<file path="config.mk">
export PLATFORM = sky130hd
export DESIGN_NAME = trap_controller
export DESIGN_NICKNAME = d
export VERILOG_FILES = /design/src/rtl/trap_controller.sv
export SDC_FILE = /design/constraint.sdc
export NUM_CORES = 1
export LEC_CHECK = 0
export BUFFER_PORTS_ARGS = -buffer_cell sky130_fd_sc_hd__buf_2
export CAP_MARGIN = 20
export CORE_MARGIN = 5
export CORE_UTILIZATION = 40
export CTS_BUF_LIST = sky130_fd_sc_hd__clkbuf_16
export DETAILED_ROUTE_END_ITERATION = 8
export GPL_TIMING_DRIVEN = 0
export PLACE_DENSITY = 0.6
export SLEW_MARGIN = 0
export SYNTH_ARGS = -nofsm -noshare
export SYNTH_HDL_FRONTEND = slang
export SYNTH_SLANG_ARGS = --single-unit
export TNS_END_PERCENT = 10
</file>
<file path="constraint.sdc">
create_clock -name i_clk -period 6 [get_ports i_clk]
set_clock_uncertainty 0.15 [all_clocks]
set_input_delay 0.3 -clock i_clk [delete_from_list [all_inputs] [get_ports i_clk]]
set_output_delay 0.3 -clock i_clk [all_outputs]
set_load 0.02 [all_outputs]
</file>
<file path="src/rtl/trap_controller.sv">
`default_nettype none
// ============================================================================
// Module   : trap_controller
// Purpose  : Machine-mode trap controller for the single-issue RV32 core.
//            Detects synchronous exceptions and level interrupts at the
//            commit point. Owns privilege mode and the mstatus, mie, mtvec,
//            mepc, mcause and mtval state, plus a live mip view. Sequences
//            trap entry and mret through a two-state redirect FSM.
// Ports    : i_clk, i_rst_n                     clock, sync active-low reset
//            i_valid, i_PC, i_inst              committing instruction
//            i_exceptionFromInst, i_causeFromInst  upstream exception
//            i_mret                             instruction is mret
//            i_irq[N_IRQ]                       level interrupt requests
//            i_csrWe, i_csrAddr, i_csrWdata     CSR access port
//            o_csrRdata                         combinational CSR read data
//            o_flush                            kill committing instruction
//            o_redirect, o_redirectPC           registered PC redirect
//            o_privMode                         current privilege (U=00, M=11)
// Revision : 1.0  initial release
// ============================================================================
module trap_controller #(
  parameter int unsigned     XLEN       = 32,
  parameter int unsigned     N_IRQ      = 3,
  parameter logic [XLEN-1:0] PROT_LO    = 32'h0,
  parameter logic [XLEN-1:0] PROT_HI    = 32'h1_0000,
  parameter logic [XLEN-1:0] RESET_TVEC = 32'h0
) (
  input  logic            i_clk,
  input  logic            i_rst_n,
  input  logic            i_valid,
  input  logic [XLEN-1:0] i_PC,
  input  logic [31:0]     i_inst,
  input  logic            i_exceptionFromInst,
  input  logic [3:0]      i_causeFromInst,
  input  logic            i_mret,
  input  logic [N_IRQ-1:0] i_irq,
  input  logic            i_csrWe,
  input  logic [11:0]     i_csrAddr,
  input  logic [XLEN-1:0] i_csrWdata,
  output logic [XLEN-1:0] o_csrRdata,
  output logic            o_flush,
  output logic            o_redirect,
  output logic [XLEN-1:0] o_redirectPC,
  output logic [1:0]      o_privMode
);

  localparam logic [1:0]  PRIV_U      = 2'b00;
  localparam logic [1:0]  PRIV_M      = 2'b11;
  localparam logic [11:0] CSR_MSTATUS = 12'h300;
  localparam logic [11:0] CSR_MIE     = 12'h304;
  localparam logic [11:0] CSR_MTVEC   = 12'h305;
  localparam logic [11:0] CSR_MEPC    = 12'h341;
  localparam logic [11:0] CSR_MCAUSE  = 12'h342;
  localparam logic [11:0] CSR_MTVAL   = 12'h343;
  localparam logic [11:0] CSR_MIP     = 12'h344;

  // Interrupt line k lives at mip/mie bit 3+4k.
  function automatic logic [XLEN-1:0] irq_bits();
    logic [XLEN-1:0] m;
    m = '0;
    for (int k = 0; k < int'(N_IRQ); k++) m[3+4*k] = 1'b1;
    return m;
  endfunction
  localparam logic [XLEN-1:0] IRQ_MASK = irq_bits();

  typedef enum logic [0:0] {
    S_RUN      = 1'b0,
    S_REDIRECT = 1'b1
  } state_t;

  state_t          state_q, state_d;
  logic [1:0]      priv_q;
  logic            mstatus_mie_q, mstatus_mpie_q;
  logic [1:0]      mstatus_mpp_q;
  logic [XLEN-1:0] mie_q, mtvec_q, mepc_q, mcause_q, mtval_q, target_q;

  logic [XLEN-1:0] mip, pending, mstatus_view;
  logic            active, is_u;
  logic            exc;
  logic [3:0]      exc_cause;
  logic [XLEN-1:0] exc_tval;
  logic            irq_take;
  logic [3:0]      irq_code;
  logic            trap, do_mret, flush, csr_wr;
  logic [XLEN-1:0] trap_cause, trap_tval, tvec_base, trap_target;

  always_comb begin
    mip = '0;
    for (int k = 0; k < int'(N_IRQ); k++) mip[3+4*k] = i_irq[k];
  end

  always_comb begin
    mstatus_view        = '0;
    mstatus_view[3]     = mstatus_mie_q;
    mstatus_view[7]     = mstatus_mpie_q;
    mstatus_view[12:11] = mstatus_mpp_q;
  end

  // In REDIRECT the committing slot is dead, so nothing is evaluated.
  assign active  = i_valid && (state_q == S_RUN);
  assign is_u    = (priv_q == PRIV_U);
  assign pending = mip & mie_q;

  // Synchronous exceptions in priority order.
  always_comb begin
    exc       = 1'b0;
    exc_cause = 4'd0;
    exc_tval  = '0;
    if (active) begin
      if (i_PC[1:0] != 2'b00) begin
        exc       = 1'b1;
        exc_cause = 4'd0;
        exc_tval  = i_PC;
      end else if (is_u && (i_PC > PROT_LO) && (i_PC < PROT_HI)) begin
        exc       = 1'b1;
        exc_cause = 4'd1;
        exc_tval  = i_PC;
      end else if (i_mret && is_u) begin
        exc       = 1'b1;
        exc_cause = 4'd2;
        exc_tval  = XLEN'(i_inst);
      end else if (i_exceptionFromInst) begin
        exc = 1'b1;
        // ecall reports the originating mode: 8 + priv gives 8 (U) or 11 (M).
        exc_cause = (i_causeFromInst == 4'd8) ? (4'd8 + {2'b00, priv_q})
                                              : i_causeFromInst;
      end
    end
  end

  // Interrupt priority: external (11) > software (3) > timer (7).
  always_comb begin
    irq_take = active && !exc && (pending != '0) && (is_u || mstatus_mie_q);
    if (pending[11])     irq_code = 4'd11;
    else if (pending[3]) irq_code = 4'd3;
    else                 irq_code = 4'd7;
  end

  assign trap       = exc || irq_take;
  assign do_mret    = active && i_mret && !trap;
  assign flush      = trap || do_mret;
  assign csr_wr     = active && i_csrWe && !trap;
  assign trap_cause = irq_take ? {1'b1, {(XLEN-5){1'b0}}, irq_code}
                               : {{(XLEN-4){1'b0}}, exc_cause};
  assign trap_tval  = irq_take ? '0 : exc_tval;
  assign tvec_base  = {mtvec_q[XLEN-1:2], 2'b00};
  // Vectored mode only offsets interrupts; exceptions always use the base.
  assign trap_target = (irq_take && mtvec_q[0])
                     ? tvec_base + {{(XLEN-6){1'b0}}, irq_code, 2'b00}
                     : tvec_base;

  always_comb begin
    state_d = state_q;
    case (state_q)
      S_RUN:      if (flush) state_d = S_REDIRECT;
      S_REDIRECT: state_d = S_RUN;
      default:    state_d = S_RUN;
    endcase
  end

  always_ff @(posedge i_clk) begin
    if (!i_rst_n) begin
      state_q        <= S_RUN;
      priv_q         <= PRIV_M;
      mstatus_mie_q  <= 1'b0;
      mstatus_mpie_q <= 1'b0;
      mstatus_mpp_q  <= PRIV_U;
      mie_q          <= '0;
      mtvec_q        <= RESET_TVEC;
      mepc_q         <= '0;
      mcause_q       <= '0;
      mtval_q        <= '0;
      target_q       <= '0;
    end else begin
      state_q <= state_d;
      if (csr_wr) begin
        case (i_csrAddr)
          CSR_MSTATUS: begin
            mstatus_mie_q  <= i_csrWdata[3];
            mstatus_mpie_q <= i_csrWdata[7];
            // Only the two implemented modes may be stored in MPP.
            if (i_csrWdata[12:11] == PRIV_U || i_csrWdata[12:11] == PRIV_M)
              mstatus_mpp_q <= i_csrWdata[12:11];
          end
          CSR_MIE:    mie_q    <= i_csrWdata & IRQ_MASK;
          CSR_MTVEC:  mtvec_q  <= i_csrWdata;
          CSR_MEPC:   mepc_q   <= {i_csrWdata[XLEN-1:2], 2'b00};
          CSR_MCAUSE: mcause_q <= i_csrWdata;
          CSR_MTVAL:  mtval_q  <= i_csrWdata;
          default: ;
        endcase
      end
      // Placed after the CSR write so mret's mstatus update takes precedence.
      if (trap) begin
        mepc_q         <= {i_PC[XLEN-1:2], 2'b00};
        mcause_q       <= trap_cause;
        mtval_q        <= trap_tval;
        mstatus_mpie_q <= mstatus_mie_q;
        mstatus_mie_q  <= 1'b0;
        mstatus_mpp_q  <= priv_q;
        priv_q         <= PRIV_M;
        target_q       <= trap_target;
      end else if (do_mret) begin
        priv_q         <= mstatus_mpp_q;
        mstatus_mie_q  <= mstatus_mpie_q;
        mstatus_mpie_q <= 1'b1;
        mstatus_mpp_q  <= PRIV_U;
        target_q       <= mepc_q;
      end
    end
  end

  always_comb begin
    o_csrRdata = '0;
    case (i_csrAddr)
      CSR_MSTATUS: o_csrRdata = mstatus_view;
      CSR_MIE:     o_csrRdata = mie_q;
      CSR_MTVEC:   o_csrRdata = mtvec_q;
      CSR_MEPC:    o_csrRdata = mepc_q;
      CSR_MCAUSE:  o_csrRdata = mcause_q;
      CSR_MTVAL:   o_csrRdata = mtval_q;
      CSR_MIP:     o_csrRdata = mip;
      default:     o_csrRdata = '0;
    endcase
  end

  assign o_flush      = flush;
  assign o_redirect   = (state_q == S_REDIRECT);
  assign o_redirectPC = target_q;
  assign o_privMode   = priv_q;

endmodule
`default_nettype wire

</file>
## After elaboration in Yosys (flattened, before gate mapping)

Index checks and enable logic that the tools add are counted.

| operators by class | value |
|---|---|
| mux-type cells | 46 |
| reduce and logical (&&, ||, !) cells | 41 |
| order comparisons | 2 |
| $add $sub $neg | 2 |
| bitwise gates (word level) | 3 |
| equal/unequal tests | 9 |

Operator list:

| cell | count |
|---|---|
| two-way mux 32 bit | 18 |
| case mux 32 bit (7 select lines) | 1 |
| == test 12 x 10 -> 1 bit (second input constant) | 7 |
| adder 32 x 6 -> 32 bit | 1 |
| greater-than comparator 32 x 1 -> 1 bit (second input constant) | 1 |
| less-than comparator 32 x 17 -> 1 bit (second input constant) | 1 |
| nonzero test 32 bit | 1 |
| two-way mux 4 bit | 7 |
| nonzero test 2 bit | 8 |
| AND reduction 2 bit | 7 |
| two-way mux 1 bit | 13 |
| AND 12 bit | 1 |
| logical AND 1 bit | 12 |
| two-way mux 2 bit | 5 |
| nonzero test 3 bit | 3 |
| adder 4 x 2 -> 4 bit (first input constant) | 1 |
| == test 4 bit (second input constant) | 1 |
| logical NOT 2 bit | 2 |
| logical OR 1 bit | 4 |
| two-way mux 3 bit | 1 |
| AND reduction 3 bit | 1 |
| == test 2 bit (second input constant) | 1 |
| logical NOT 1 bit | 2 |
| inverter 1 bit | 2 |
| other kinds (2) | 2 |

| storage, ports and cells | value |
|---|---|
| logic and storage cells | 114 |
| output and inout bits | 68 |
| bits of input ports | 121 |
| flip-flop bits (word level) | 168 |

## Depth between registers and ports, before layout

| logic depth | value |
|---|---|
| depth after elaboration | 16 |
| mapped depth | 10 |
| mapped depth without buffers | 9 |

## Worst setup path before layout

Ideal clock, no wire load.

| timing path | value |
|---|---|
| path kind | input -> output |
| from | in i_csrAddr[10] |
| to | out o_csrRdata[13] |
| stages on the path | 7 |
| data required time | 5.550 ns |
| setup slack | 3.373 ns |
| buffers on the path | 2 |
| data arrival time | 2.177 ns |
| cells stage by stage | or4_1 -> nor4b_2 -> and2_1 -> buf_2 -> buf_1 -> a22oi_1 -> nand2_1 |

| on the way | value |
|---|---|
| cells in the longest elaborated chain, start to end | 2 |
| elaborated cells on any way between the ends | 8 |
| classes of those cells | eq/ne (7); mux (1) |

RTL lines:

| what | RTL line | RTL |
|---|---|---|
| from (decl) | 38 | `input logic [11:0] i_csrAddr,` |
| == test 12 x 10 -> 1 bit | 215 | `case (i_csrAddr)` |
| case mux 32 bit (7 select lines) (*) | 215 |  |
| to (decl) | 40 | `output logic [XLEN-1:0] o_csrRdata,` |

Every way passes the cells marked *; elsewhere a longest branch is shown, timed or not.

## Final worst setup path

| timing path | value |
|---|---|
| from | in i_PC[22] |
| to | out o_flush |

| on the way | value |
|---|---|
| cells in the longest elaborated chain, start to end | 14 |
| elaborated cells on any way between the ends | 15 |
| classes of those cells | order compare (2); mux (3); reduce/logical (10) |

RTL lines:

| what | RTL line | RTL |
|---|---|---|
| from (decl) | 31 | `input logic [XLEN-1:0] i_PC,` |
| greater-than comparator 32 x 1 -> 1 bit | 114 | `end else if (is_u && (i_PC > PROT_LO) && (i_PC < PROT_HI)) begin` |
| logical AND 1 bit | 114 |  |
| logical AND 1 bit (*) | 114 |  |
| two-way mux 1 bit (*) | 114 |  |
| two-way mux 1 bit (*) | 110 | `if (i_PC[1:0] != 2'b00) begin` |
| two-way mux 1 bit (*) | 109 | `if (active) begin` |
| logical NOT 1 bit | 133 | `irq_take = active && !exc && (pending != '0) && (is_u \|\| mstatus_mie_q);` |
| logical AND 1 bit (3 in a row) | 133 |  |
| logical OR 1 bit (*) | 139 | `assign trap = exc \|\| irq_take;` |
| logical NOT 1 bit | 140 | `assign do_mret = active && i_mret && !trap;` |
| logical AND 1 bit | 140 |  |
| logical OR 1 bit (*) | 141 | `assign flush = trap \|\| do_mret;` |
| to (decl) | 41 | `output logic o_flush,` |

Marks and branches as above.

==> results by group <==
Route
  • Final WL: 43500 µm
  • Vias post-DR: 10800
  • Routed WL per cell: 24.6 µm
  • Vias/cell: 6.12
  • Iter 0 DRT Violations: 1533
  • ANT nets after route: 0
  • Drt first pass iters: 5
  • Post-route DRC: 0

Outcome
  • Outcome: finished clean

Synth
  • Async SR Flop Fraction: 0%
  • Synthesized flop and latch total: 166
  • Avg Cell Area, Syn: 7.44 µm²
  • Sequential area share after synthesis: 36.3%
  • Most common cell in the netlist: nand2_1
  • Largest cells by area after synthesis: dfxtp_1 36%, nand2_1 9.5%, nand3_1 7.4%
  • Area of the mapped netlist: 9160 µm²
  • Synth unique cells: 58
  • Dominant cell type by area after synthesis: dfxtp_1
  • Yosys warning count: 0
  • Yosys top cell area share: 36.3%
  • Most used DFF post-synth: dfxtp_1
  • Post-synth EDFFs: 0
  • Post-synthesis cell count: 1232
  • Commonest cells post-synth: 233 x nand2_1, 166 x dfxtp_1, 136 x nand3_1

Global routing
  • GRT Total Usage: 32.4%
  • Largest net degree at the start of global routing: 18
  • GRT overflow: 0
  • First-pass GRT wire length: 64100 µm
  • Vias in the first global route: 10300
  • Antenna violations before repair: 0

Floorplan
  • Die width: 161 µm
  • Starting Density: 40.6%
  • Total core area: 22600 µm²
  • # rows: 55
  • Die ar.: 26000 µm²
  • Chip height: 161 µm
  • IO Count: 189

Placed design
  • DP Worst Slack: 2.19 ns
  • Port Buf Inserts: 181
  • Hpwl dp: 30800 µm
  • RePlAce Congestion: 1.01

Power
  • Max VDD drop: 0.176 mV
  • Pwr Density: 248 nW/µm²
  • Total power: 0.00282 W
  • P_leak: 5.01 nW

Worst hold path
  • Hold Path Class: in2reg

Clocking
  • Clock root cell: clkbuf_16
  • CTS clk-pin slew, worst paths: 0.07 ns
  • Worst skew pair latency: 0.44 ns
  • CTS Buf Count: 17
  • TritonCTS clock tree: done
  • CTS max path bufs: 2
  • Post-cts resize count: 0
  • Post-CTS Setup Inserts: 0
  • H-tree level count: 4
  • Clock sinks: 166

Critical path
  • R2R Setup Slk: 2.45 ns
  • Crit path kind: in2out
  • CP Data Required Time: 5.55 ns
  • Worst Setup End Kind: output port
  • CP Launch Type: input pin
  • CP max FO: 10
  • CP arrival: 3.88 ns

Finish
  • Layout Nets: 1594
  • N_diodes: 0
  • Layout cell share with drive strength beyond 1: 17.3%
  • Synthesis-to-layout area growth: 24.4%
  • Post-layout util: 50.5%

Job
  • Max_cap viols: 0

STA
  • Setup repair after global routing missed its margin: no
  • Final Hold Fails: 0
  • Final Setup Violations: 0
  • Achievable frequency: 231 MHz
  • Relative slew slack: 19.3%
  • Final Cycle Share: 72.1%
  • Final WS setup: 1.67 ns
  • Fin. max-slew vios: 0
  • Min Tclk post-route: 4.33 ns
  • Worst slew pin tran: 1.20 ns
  • Setup TNS: 0 ns
[routing by layer]
metal	share of wire (%)	up-vias	GRT usage [%]	wire, µm
met5	0	-	0	0
met3	11	146	7.66	4830
li1	-	4891	-	-
met2	44	726	49.4	19000
met1	40	5056	43.2	17400
met4	5.3	0	15.9	2300
[layout by cell type, fill, tap and decap left out, types with 4 or more instances in the layout]
master / count
a21oi_1: 69
a222oi_1: 4
a22oi_1: 53
a31oi_1: 5
and2_1: 5
and4_1: 4
buf_2: 202
clkbuf_1: 83
clkbuf_16: 17
dfxtp_1: 166
dlygate4sd3_1: 35
inv_1: 13
inv_6: 6
mux2i_1: 15
nand2_1: 233
nand3_1: 136
nand4_1: 15
nor2_1: 106
nor3_1: 19
nor4_1: 24
o211a_1: 62
o211ai_1: 30
o21a_1: 5
o21ai_0: 64
o21ai_1: 4
o31ai_1: 6
xnor2_1: 29
[kinds of logic (layout without fill, tap and decap cells)]
family / after synthesis / count (layout) / share of synthesized area (%)
AOI/OAI and AO/OA: 316 / 316 / 24.1
other: 1 / 2 / 0.0409
adders and majority gates: 3 / 3 / 0.410
and+or+nand+nor: 573 / 573 / 28.6
buffers and inverters: 126 / 376 / 5.79
DFF: 166 / 166 / 36.3
muxes: 17 / 17 / 1.88
xor gates and xnor gates: 30 / 30 / 2.87
[worst paths after layout]
kind,end,cells after the start,from
max,o_flush,12,i_PC[22]
max reg2reg,o_redirectPC[14]$_SDFFE_PN0P_,8,o_privMode[1]$_SDFFE_PP1P_
min,mepc_q[19]$_SDFFE_PN0P_,2,i_PC[19]
min reg2reg,mcause_q[17]$_SDFFE_PN0P_,2,mcause_q[17]$_SDFFE_PN0P_
[cell type report]
cell class                      instances  area [µm²]
Sequential cell                       166        3320
Multi-Input combinational cell        941        5310
Buffer                                113         482
Timing Repair Buffer                  218        1270
Clock buffer                           17         425
Fill cell                            2287       11200
Clock inverter                         15         184
Tap cell                              285         357
Inverter                               13        48.8
[worst max-delay path, cell delays in order]
cell and delay (ns):
dlygate4sd3_1 0.55, buf_2 0.15, nor4_1 0.45, nand3_1 0.23, nor3_1 0.48, buf_2 0.35
a21o_1 0.24, buf_2 0.31, buf_2 0.37, nor2_1 0.19, inv_1 0.10, buf_2 0.16
[power breakdown]
part           switching (W)  internal, W
clock network       0.000542     0.000634
logic               0.000280     0.000154
registers          0.0000468      0.00116
total               0.000869      0.00195
[repair_timing]
action | CTS | global route
hold buffers | 35 | 0
endpoints found under the hold margin | 49 | 0
endpoints found under the setup margin | 0 | 0
[sequential cells by signal, indices dropped and copies added, names as in the netlist]
| name | count |
|---|---|
| mcause_q | 32 |
| mtval_q | 32 |
| mtvec_q | 32 |
| mepc_q | 30 |
| o_redirectPC | 30 |
| mie_q | 3 |
| mstatus_mpp_q | 2 |
| o_privMode | 2 |
| mstatus_mie_q | 1 |
| mstatus_mpie_q | 1 |
| o_redirect | 1 |
[through the flow]
stage | cell area [µm²] | std cells | hold WS [ns]
global placement | 10400 | 1699 | 0.289
CTS | 11400 | 1768 | 0.0000462
global route | 11400 | 1768 | 0.00662
detailed placement | 10400 | 1701 | 0.294
finish | 11400 | 1768 | 0.00539
floorplan | 9160 | 1233 | 0.280
No activity file was read; power rests on OpenSTA's default activity.
